===== config.mk =====
export PLATFORM = sky130hd
export DESIGN_NAME = button_event_ctrl
export DESIGN_NICKNAME = d
export VERILOG_FILES = /design/src/rtl/button_event_pkg.sv /design/src/rtl/btn_channel_fsm.sv /design/src/rtl/button_event_ctrl.sv
export SDC_FILE = /design/constraint.sdc
export NUM_CORES = 1
export LEC_CHECK = 0
export CAP_MARGIN = 10
export CORE_MARGIN = 2
export CORE_UTILIZATION = 42
export CTS_CLUSTER_DIAMETER = 60
export DETAILED_ROUTE_END_ITERATION = 10
export PLACE_DENSITY = 0.66
export SLEW_MARGIN = 5
export SYNTH_ARGS = -nofsm -noshare
export SYNTH_HDL_FRONTEND = slang
export SYNTH_HIERARCHICAL = 1
export SYNTH_SLANG_ARGS = --single-unit

===== constraint.sdc =====
create_clock -name clk -period 9.17 [get_ports clk]
set_input_delay 1.834 -clock clk [delete_from_list [all_inputs] [get_ports clk]]
set_output_delay 1.834 -clock clk [all_outputs]
set_load 0.005 [all_outputs]

===== src/rtl/button_event_pkg.sv =====
// Shared constants for the front-panel button event controller.
// Event codes on the output stream and per-channel FSM state encoding.
package button_event_pkg;

    localparam logic [1:0] EVT_NONE    = 2'd0;
    localparam logic [1:0] EVT_PRESS   = 2'd1;
    localparam logic [1:0] EVT_LONG    = 2'd2;
    localparam logic [1:0] EVT_RELEASE = 2'd3;

    localparam logic [1:0] ST_IDLE       = 2'd0;
    localparam logic [1:0] ST_PRESS_WAIT = 2'd1;
    localparam logic [1:0] ST_PRESSED    = 2'd2;
    localparam logic [1:0] ST_REL_WAIT   = 2'd3;

endpackage


===== src/rtl/btn_channel_fsm.sv =====
// One switch channel: 2-FF synchroniser, debounce FSM, hold counter.
// Emits a one-cycle post with its event code on each accepted transition.
module btn_channel_fsm
    import button_event_pkg::*;
#(
    parameter int DEBOUNCE_TICKS = 20,
    parameter int LONG_TICKS     = 1000
) (
    input  logic       clk,
    input  logic       rst_n,
    input  logic       sw_n,
    input  logic       tick,
    output logic       sw_state,
    output logic       post,
    output logic [1:0] code
);

    localparam int CW = $clog2(DEBOUNCE_TICKS + 1);
    localparam int HW = $clog2(LONG_TICKS + 1);
    localparam logic [CW-1:0] CNT_LAST = CW'(DEBOUNCE_TICKS - 1);
    localparam logic [CW-1:0] CNT_MAX  = CW'(DEBOUNCE_TICKS);
    localparam logic [HW-1:0] HOLD_MAX = HW'(LONG_TICKS);

    logic [1:0]    sync;
    logic          raw;
    logic [1:0]    state, state_n;
    logic [CW-1:0] cnt, cnt_n, cnt_inc;
    logic [HW-1:0] hold, hold_n, hold_inc;
    logic          long_sent, long_sent_n;
    logic          pressed_n;

    assign raw = ~sync[1];

    // Bring the asynchronous pin into the clock domain, idle = released.
    always_ff @(posedge clk or negedge rst_n) begin
        if (!rst_n) sync <= 2'b11;
        else        sync <= {sync[0], sw_n};
    end

    // Saturating increments so the counters can never wrap.
    always_comb begin
        cnt_inc  = (cnt == CNT_MAX) ? cnt : cnt + 1'b1;
        hold_inc = (hold == HOLD_MAX) ? hold : hold + 1'b1;
    end

    // Next-state logic; a raw level change always beats a coincident tick.
    always_comb begin
        state_n     = state;
        cnt_n       = cnt;
        hold_n      = hold;
        long_sent_n = long_sent;
        pressed_n   = sw_state;
        post        = 1'b0;
        code        = EVT_NONE;
        case (state)
            ST_IDLE: begin
                if (raw) begin
                    state_n = ST_PRESS_WAIT;
                    cnt_n   = '0;
                end
            end
            ST_PRESS_WAIT: begin
                if (!raw) begin
                    state_n = ST_IDLE;
                end else if (tick) begin
                    if (cnt == CNT_LAST) begin
                        state_n     = ST_PRESSED;
                        pressed_n   = 1'b1;
                        post        = 1'b1;
                        code        = EVT_PRESS;
                        hold_n      = '0;
                        long_sent_n = 1'b0;
                    end else begin
                        cnt_n = cnt_inc;
                    end
                end
            end
            ST_PRESSED: begin
                if (!raw) begin
                    state_n = ST_REL_WAIT;
                    cnt_n   = '0;
                end else if (tick && !long_sent) begin
                    hold_n = hold_inc;
                    if (hold_inc == HOLD_MAX) begin
                        post        = 1'b1;
                        code        = EVT_LONG;
                        long_sent_n = 1'b1;
                    end
                end
            end
            default: begin
                if (raw) begin
                    state_n = ST_PRESSED;
                    cnt_n   = '0;
                end else if (tick) begin
                    if (cnt == CNT_LAST) begin
                        state_n   = ST_IDLE;
                        pressed_n = 1'b0;
                        post      = 1'b1;
                        code      = EVT_RELEASE;
                    end else begin
                        cnt_n = cnt_inc;
                    end
                end
            end
        endcase
    end

    // Channel state registers.
    always_ff @(posedge clk or negedge rst_n) begin
        if (!rst_n) begin
            state     <= ST_IDLE;
            cnt       <= '0;
            hold      <= '0;
            long_sent <= 1'b0;
            sw_state  <= 1'b0;
        end else begin
            state     <= state_n;
            cnt       <= cnt_n;
            hold      <= hold_n;
            long_sent <= long_sent_n;
            sw_state  <= pressed_n;
        end
    end

endmodule


===== src/rtl/button_event_ctrl.sv =====
// Debounced button event controller: shared tick prescaler, per-channel
// FSMs, one pending code per channel, round-robin onto a valid/ready stream.
module button_event_ctrl
    import button_event_pkg::*;
#(
    parameter int NUM_SW         = 4,
    parameter int CLOCK_RATE_HZ  = 50_000_000,
    parameter int TICK_HZ        = 1000,
    parameter int DEBOUNCE_TICKS = 20,
    parameter int LONG_TICKS     = 1000
) (
    input  logic                      clk,
    input  logic                      rst_n,
    input  logic [NUM_SW-1:0]         sw_n,
    output logic                      evt_valid,
    input  logic                      evt_ready,
    output logic [$clog2(NUM_SW)-1:0] evt_id,
    output logic [1:0]                evt_code,
    output logic [NUM_SW-1:0]         sw_state,
    output logic                      overrun
);

    localparam int TICK_DIV = CLOCK_RATE_HZ / TICK_HZ;
    localparam int PW = (TICK_DIV > 1) ? $clog2(TICK_DIV) : 1;
    localparam int IW = $clog2(NUM_SW);
    localparam logic [PW-1:0] PRE_LAST = PW'(TICK_DIV - 1);
    localparam logic [IW:0]   NSW      = (IW + 1)'(NUM_SW);

    logic [PW-1:0]     presc;
    logic              tick;
    logic [NUM_SW-1:0] post;
    logic [1:0]        post_code [NUM_SW];
    logic [1:0]        pend [NUM_SW];
    logic [NUM_SW-1:0] busy, clr;
    logic [IW-1:0]     ptr, gnt;
    logic [IW:0]       scan;
    logic              found, load;

    assign tick = (presc == PRE_LAST);
    assign load = !evt_valid || evt_ready;

    // Free-running prescaler shared by every channel.
    always_ff @(posedge clk or negedge rst_n) begin
        if (!rst_n)    presc <= '0;
        else if (tick) presc <= '0;
        else           presc <= presc + 1'b1;
    end

    for (genvar i = 0; i < NUM_SW; i++) begin : g_ch
        btn_channel_fsm #(
            .DEBOUNCE_TICKS(DEBOUNCE_TICKS),
            .LONG_TICKS    (LONG_TICKS)
        ) u_fsm (
            .clk     (clk),
            .rst_n   (rst_n),
            .sw_n    (sw_n[i]),
            .tick    (tick),
            .sw_state(sw_state[i]),
            .post    (post[i]),
            .code    (post_code[i])
        );
    end

    // Round-robin scan of pending codes starting at the pointer.
    always_comb begin
        found = 1'b0;
        gnt   = '0;
        scan  = '0;
        for (int k = 0; k < NUM_SW; k++) begin
            scan = {1'b0, ptr} + (IW + 1)'(k);
            if (scan >= NSW) scan = scan - NSW;
            if (!found && busy[scan[IW-1:0]]) begin
                found = 1'b1;
                gnt   = scan[IW-1:0];
            end
        end
    end

    // Occupancy and grant-clear per channel.
    always_comb begin
        busy = '0;
        clr  = '0;
        for (int i = 0; i < NUM_SW; i++) begin
            busy[i] = (pend[i] != EVT_NONE);
            clr[i]  = load && found && (gnt == IW'(i));
        end
    end

    // Pending codes: a fresh post wins over a same-cycle grant clear.
    always_ff @(posedge clk or negedge rst_n) begin
        if (!rst_n) begin
            for (int i = 0; i < NUM_SW; i++) pend[i] <= EVT_NONE;
        end else begin
            for (int i = 0; i < NUM_SW; i++) begin
                if (post[i])     pend[i] <= post_code[i];
                else if (clr[i]) pend[i] <= EVT_NONE;
            end
        end
    end

    // Flag a post that replaced a code nobody has taken yet.
    always_ff @(posedge clk or negedge rst_n) begin
        if (!rst_n) overrun <= 1'b0;
        else        overrun <= |(post & busy & ~clr);
    end

    // Output register and pointer advance past the granted channel.
    always_ff @(posedge clk or negedge rst_n) begin
        if (!rst_n) begin
            evt_valid <= 1'b0;
            evt_id    <= '0;
            evt_code  <= EVT_NONE;
            ptr       <= '0;
        end else if (load) begin
            evt_valid <= found;
            if (found) begin
                evt_id   <= gnt;
                evt_code <= pend[gnt];
                ptr      <= (gnt == IW'(NUM_SW - 1)) ? '0 : gnt + 1'b1;
            end
        end
    end

endmodule


==> run summary <==
The chip width was 140.1 um. Top metal layer carrying routed signals: met4. The post-synthesis cell area was 7785 sq um; the number of hold buffers added after CTS was 0. Share of Yosys cell area claimed by the top area cell type: 34.72%. For the final database, setup skew stands at 8.765 ps. Most common library cell in the layout ignoring fill and taps: sky130_fd_sc_hd__dfrtp_1. Yosys attributes the largest share of cell area to sky130_fd_sc_hd__dfrtp_1 35%, sky130_fd_sc_hd__ha_1 6.6%, sky130_fd_sc_hd__o21ai_0 4.6%, sky130_fd_sc_hd__nand2_1 4.2%, sky130_fd_sc_hd__nor2_1 2.8%. The later pin in the worst-skew pair is clocked with a latency of 420 ps. The number of clock buffers added by TritonCTS is 17.

Clock tree synthesis selected as its root buffer the cell sky130_fd_sc_hd__clkbuf_16. For the final routed database, the setup TNS stands at 0 ps. The biggest area contributor in the post-synthesis netlist is sky130_fd_sc_hd__dfrtp_1. The sum of buffers and inverters on the critical path came out at 1. The part of the Yosys area used for sequential elements came out at 37.42%.

STA classifies the critical path startpoint as a primary input. Among all flip-flop cells after synthesis, the most frequent one is sky130_fd_sc_hd__dfrtp_1. After synthesis, the mean cell area works out to 8.857 sq um.

The logs give 19640 sq um for the die outline area and 4 for the H-tree depth reported by CTS. Relative to the synthesized area, the layout overhead comes to 12.31%. The number of hold-slack violations in the final timing report was 0. STA puts the critical path data required time at 9450 ps. In this run the power density over the cells is 218.3 nW/um^2. The net count of the mapped netlist is 927. The tools report the number of antenna diodes as 0. For this run, the post-layout net count is 935.

The total overflow left after global routing is 0. The multi-input combinational cells in the finished layout cover a total of 4522 sq um. The run gives 0 as the initial antenna violation count. The flow ran to the end, but the final reports show violations. The synthesized design contains 0 enable-type register cells. The tool flagged a number of max-cap violations equal to 0. The count of boundary I/O pins came out at 17.

Once detail routing completed, the nets flagged for antenna violations numbered 0. The register area was 2913 sq um; the die height was 140.1 um. TritonCTS built the clock tree. For this run, the top clock speed supported by timing is 300.2 MHz. The run gives 0.1334 mV as the worst-case vdd ir drop.

Data arrives at the worst endpoint at 3610 ps. The starting density of the core is 43.04%, and the routed wire length is 16480 um. The tools report the number of distinct library cells after synthesis as 74. Max-slew headroom at the worst pin: 29.60%. The leakage component of the power is 3.600 nW, and the count of routing violations after the opening detailed-route iteration is 514. Summed over all nets, wire length on met3 after detailed routing comes to 522 um. For the residual DRC count, the log shows 1.

Entering global routing, the biggest net connects 84 pins. Buffers added to address setup during post-CTS repair amount to 0. Walking the worst path, the cells encountered are clkdlybuf4s50_1, nor2b_1, a31oi_1, nand2_1, nand3b_1, nand4_1. Kind of end point of the critical path: a flop. The top cell types in the final layout, fill and taps aside, are 108 x sky130_fd_sc_hd__dfrtp_1, 88 x sky130_fd_sc_hd__nand2_1, 72 x sky130_fd_sc_hd__o21ai_0, 58 x sky130_fd_sc_hd__nor2_1, 44 x sky130_fd_sc_hd__inv_1. Count of final setup violators: 0.

For this run, the slowest stage of the critical path takes 770 ps. In this run the core area contains 49 standard-cell rows. For the clock net sink count, the log shows 116.

The tightest min-delay check is of the reg2reg type. The Yosys step of the flow raised 6 warnings. The tools report the total via count in the routed design as 6456. The final critical path time including I/O delays and setup works out to 3331 ps. The setup path with the least slack is of type in2reg. The number of gates resized after CTS was 0. The first global-routing pass estimated 29010 um of wire. The slowest library cell on the worst path is sky130_fd_sc_hd__a31oi_1.

The final max-slew violation count is 0. Of the available clock period, the critical path in the final layout requires 36.33%. The slew at the pin closest to its max-slew limit is 1056 ps, and the register bit total from synthesis is 116. The worst slack on hold paths was 354.3 ps; the ratio of routed vias to standard cells was 5.723.

After technology mapping, the gate count stands at 879. The post-synthesis async set-or-reset flop share was 100.0%; the number of global-route vias before repair was 6065. For this run, the share of the core covered by cells in the final layout is 48.34%. Input and output buffers added on the ports amount to 16.

The post-route netlist has 10.01% of its cells at a drive strength greater than 1. After floorplanning, the core was sized to cover 18090 sq um. At the end of routability-driven placement, the weighted congestion stood at 0.8069. Number of optimization iterations in the first detailed-route pass: 8. For the length of routed met2 wiring, the log shows 7747 um.

The checks that failed: design-rule violations. The post-CTS clock slew at the launch and capture registers of the worst setup and hold paths is 50 ps, and the routed length on met1 is 8003 um. In this design, the largest share of critical-path delay is due to compound AO/OA/AOI/OAI gates.

The tools report the placed wire-length estimate as 11260 um. The total power came out at 1.909 mW. Setup repair after global routing left no endpoint under its margin.

Dividing the detail-routed wire length by the instance count gives 14.61 um. The total routing resource utilization after global routing is 17.59%. Counting along the longest clock path gives a buffer depth of 2. The largest fanout of any net on the critical path was 13; the count of filler cells inserted in the layout was 1671.
area by class of cell:
type                    count  share of cell area (%)
flip-flops and latches    116                   33.31
repair buffers             20                   2.147
clock buffers              20                   5.223
inverters                  46                   1.975
clock inverters            11                   2.347
well taps                 229                   3.277
multi-input cells         686                   51.72
cell usage after synthesis (all sizes together) (9+ instances only):
cell / count
dfrtp: 108
o21ai: 97
nand2: 88
nor2: 63
inv: 46
ha: 41
a21oi: 40
nand3: 40
nand4: 29
nor2b: 27
buf: 22
nand2b: 22
nor3: 19
mux2i: 16
and3: 15
o31ai: 15
a22o: 12
nor4: 12
or3: 11
or2: 10
xor2: 10
a31oi: 9
clkbuf: 9
o21bai: 9
path summary, 6_finish.rpt:
path | start | end | cells past startpoint | slack, ps
worst max-delay path | evt_ready | overrun | 6 | 5840
worst min-delay path | g_ch[2].u_fsm/sync[0] | g_ch[2].u_fsm/sync[1] | 0 | 350
worst max register to register | presc[11] | pend[6] | 8 | 6360
worst min register to register | g_ch[2].u_fsm/sync[0] | g_ch[2].u_fsm/sync[1] | 0 | 350
max in group asynchronous | rst_n | evt_code[1] | 2 | 6380
min in group asynchronous | rst_n | g_ch[2].u_fsm/hold[9] | 1 | 1370
worst register-to-register path, delay by kind of cell, from the launching register on:
family / cells / cell delay (ps)
flip-flops: 1 / 410
AO/OA/AOI/OAI: 2 / 550
buffers and inverters: 1 / 330
AND/OR/NAND/NOR: 5 / 1390
stage by stage:
step | instances | area (sq um) | setup slack, ps
final | 1128 | 8743 | 5839
after global routing | 1128 | 8743 | 5664
after CTS | 1128 | 8743 | 5851
after detailed placement | 1097 | 8082 | 5410
after global placement | 1097 | 8082 | 5449
after floorplan | 879 | 7785 | 6118
registers in the layout, indices dropped and copies added (netlist names), 4 cells and up, named ones only:
name                  flops
g_ch.u_fsm/sync           8
g_ch.u_fsm/sw_state       4
g_ch.u_fsm/long_sent      4
pend                      8
presc                    16
g_ch.u_fsm/state          4
g_ch.u_fsm/hold          40
g_ch.u_fsm/cnt           20
metal layers:
metal	vias up	GRT usage, %
li1	3219	-
met1	3086	24.57
met2	133	27.61
met3	18	3.077
met4	0	6.220
met5	-	0
cells by family after synthesis:
group	synth area share [%]
flops	37.42
fa+ha+maj	6.589
compound gates	19.64
mux	2.780
xor+xnor	1.913
simple gates	27.16
buf+inv	4.500
power breakdown:
| group | internal [mW] | switching (mW) | total, mW |
|---|---|---|---|
| sequential | 0.557 | 0.0561 | 0.613 |
| clock | 0.519 | 0.229 | 0.748 |
| combinational | 0.224 | 0.323 | 0.547 |
| total | 1.30 | 0.608 | 1.91 |
Note: power is estimated with default switching activity, not from simulation.
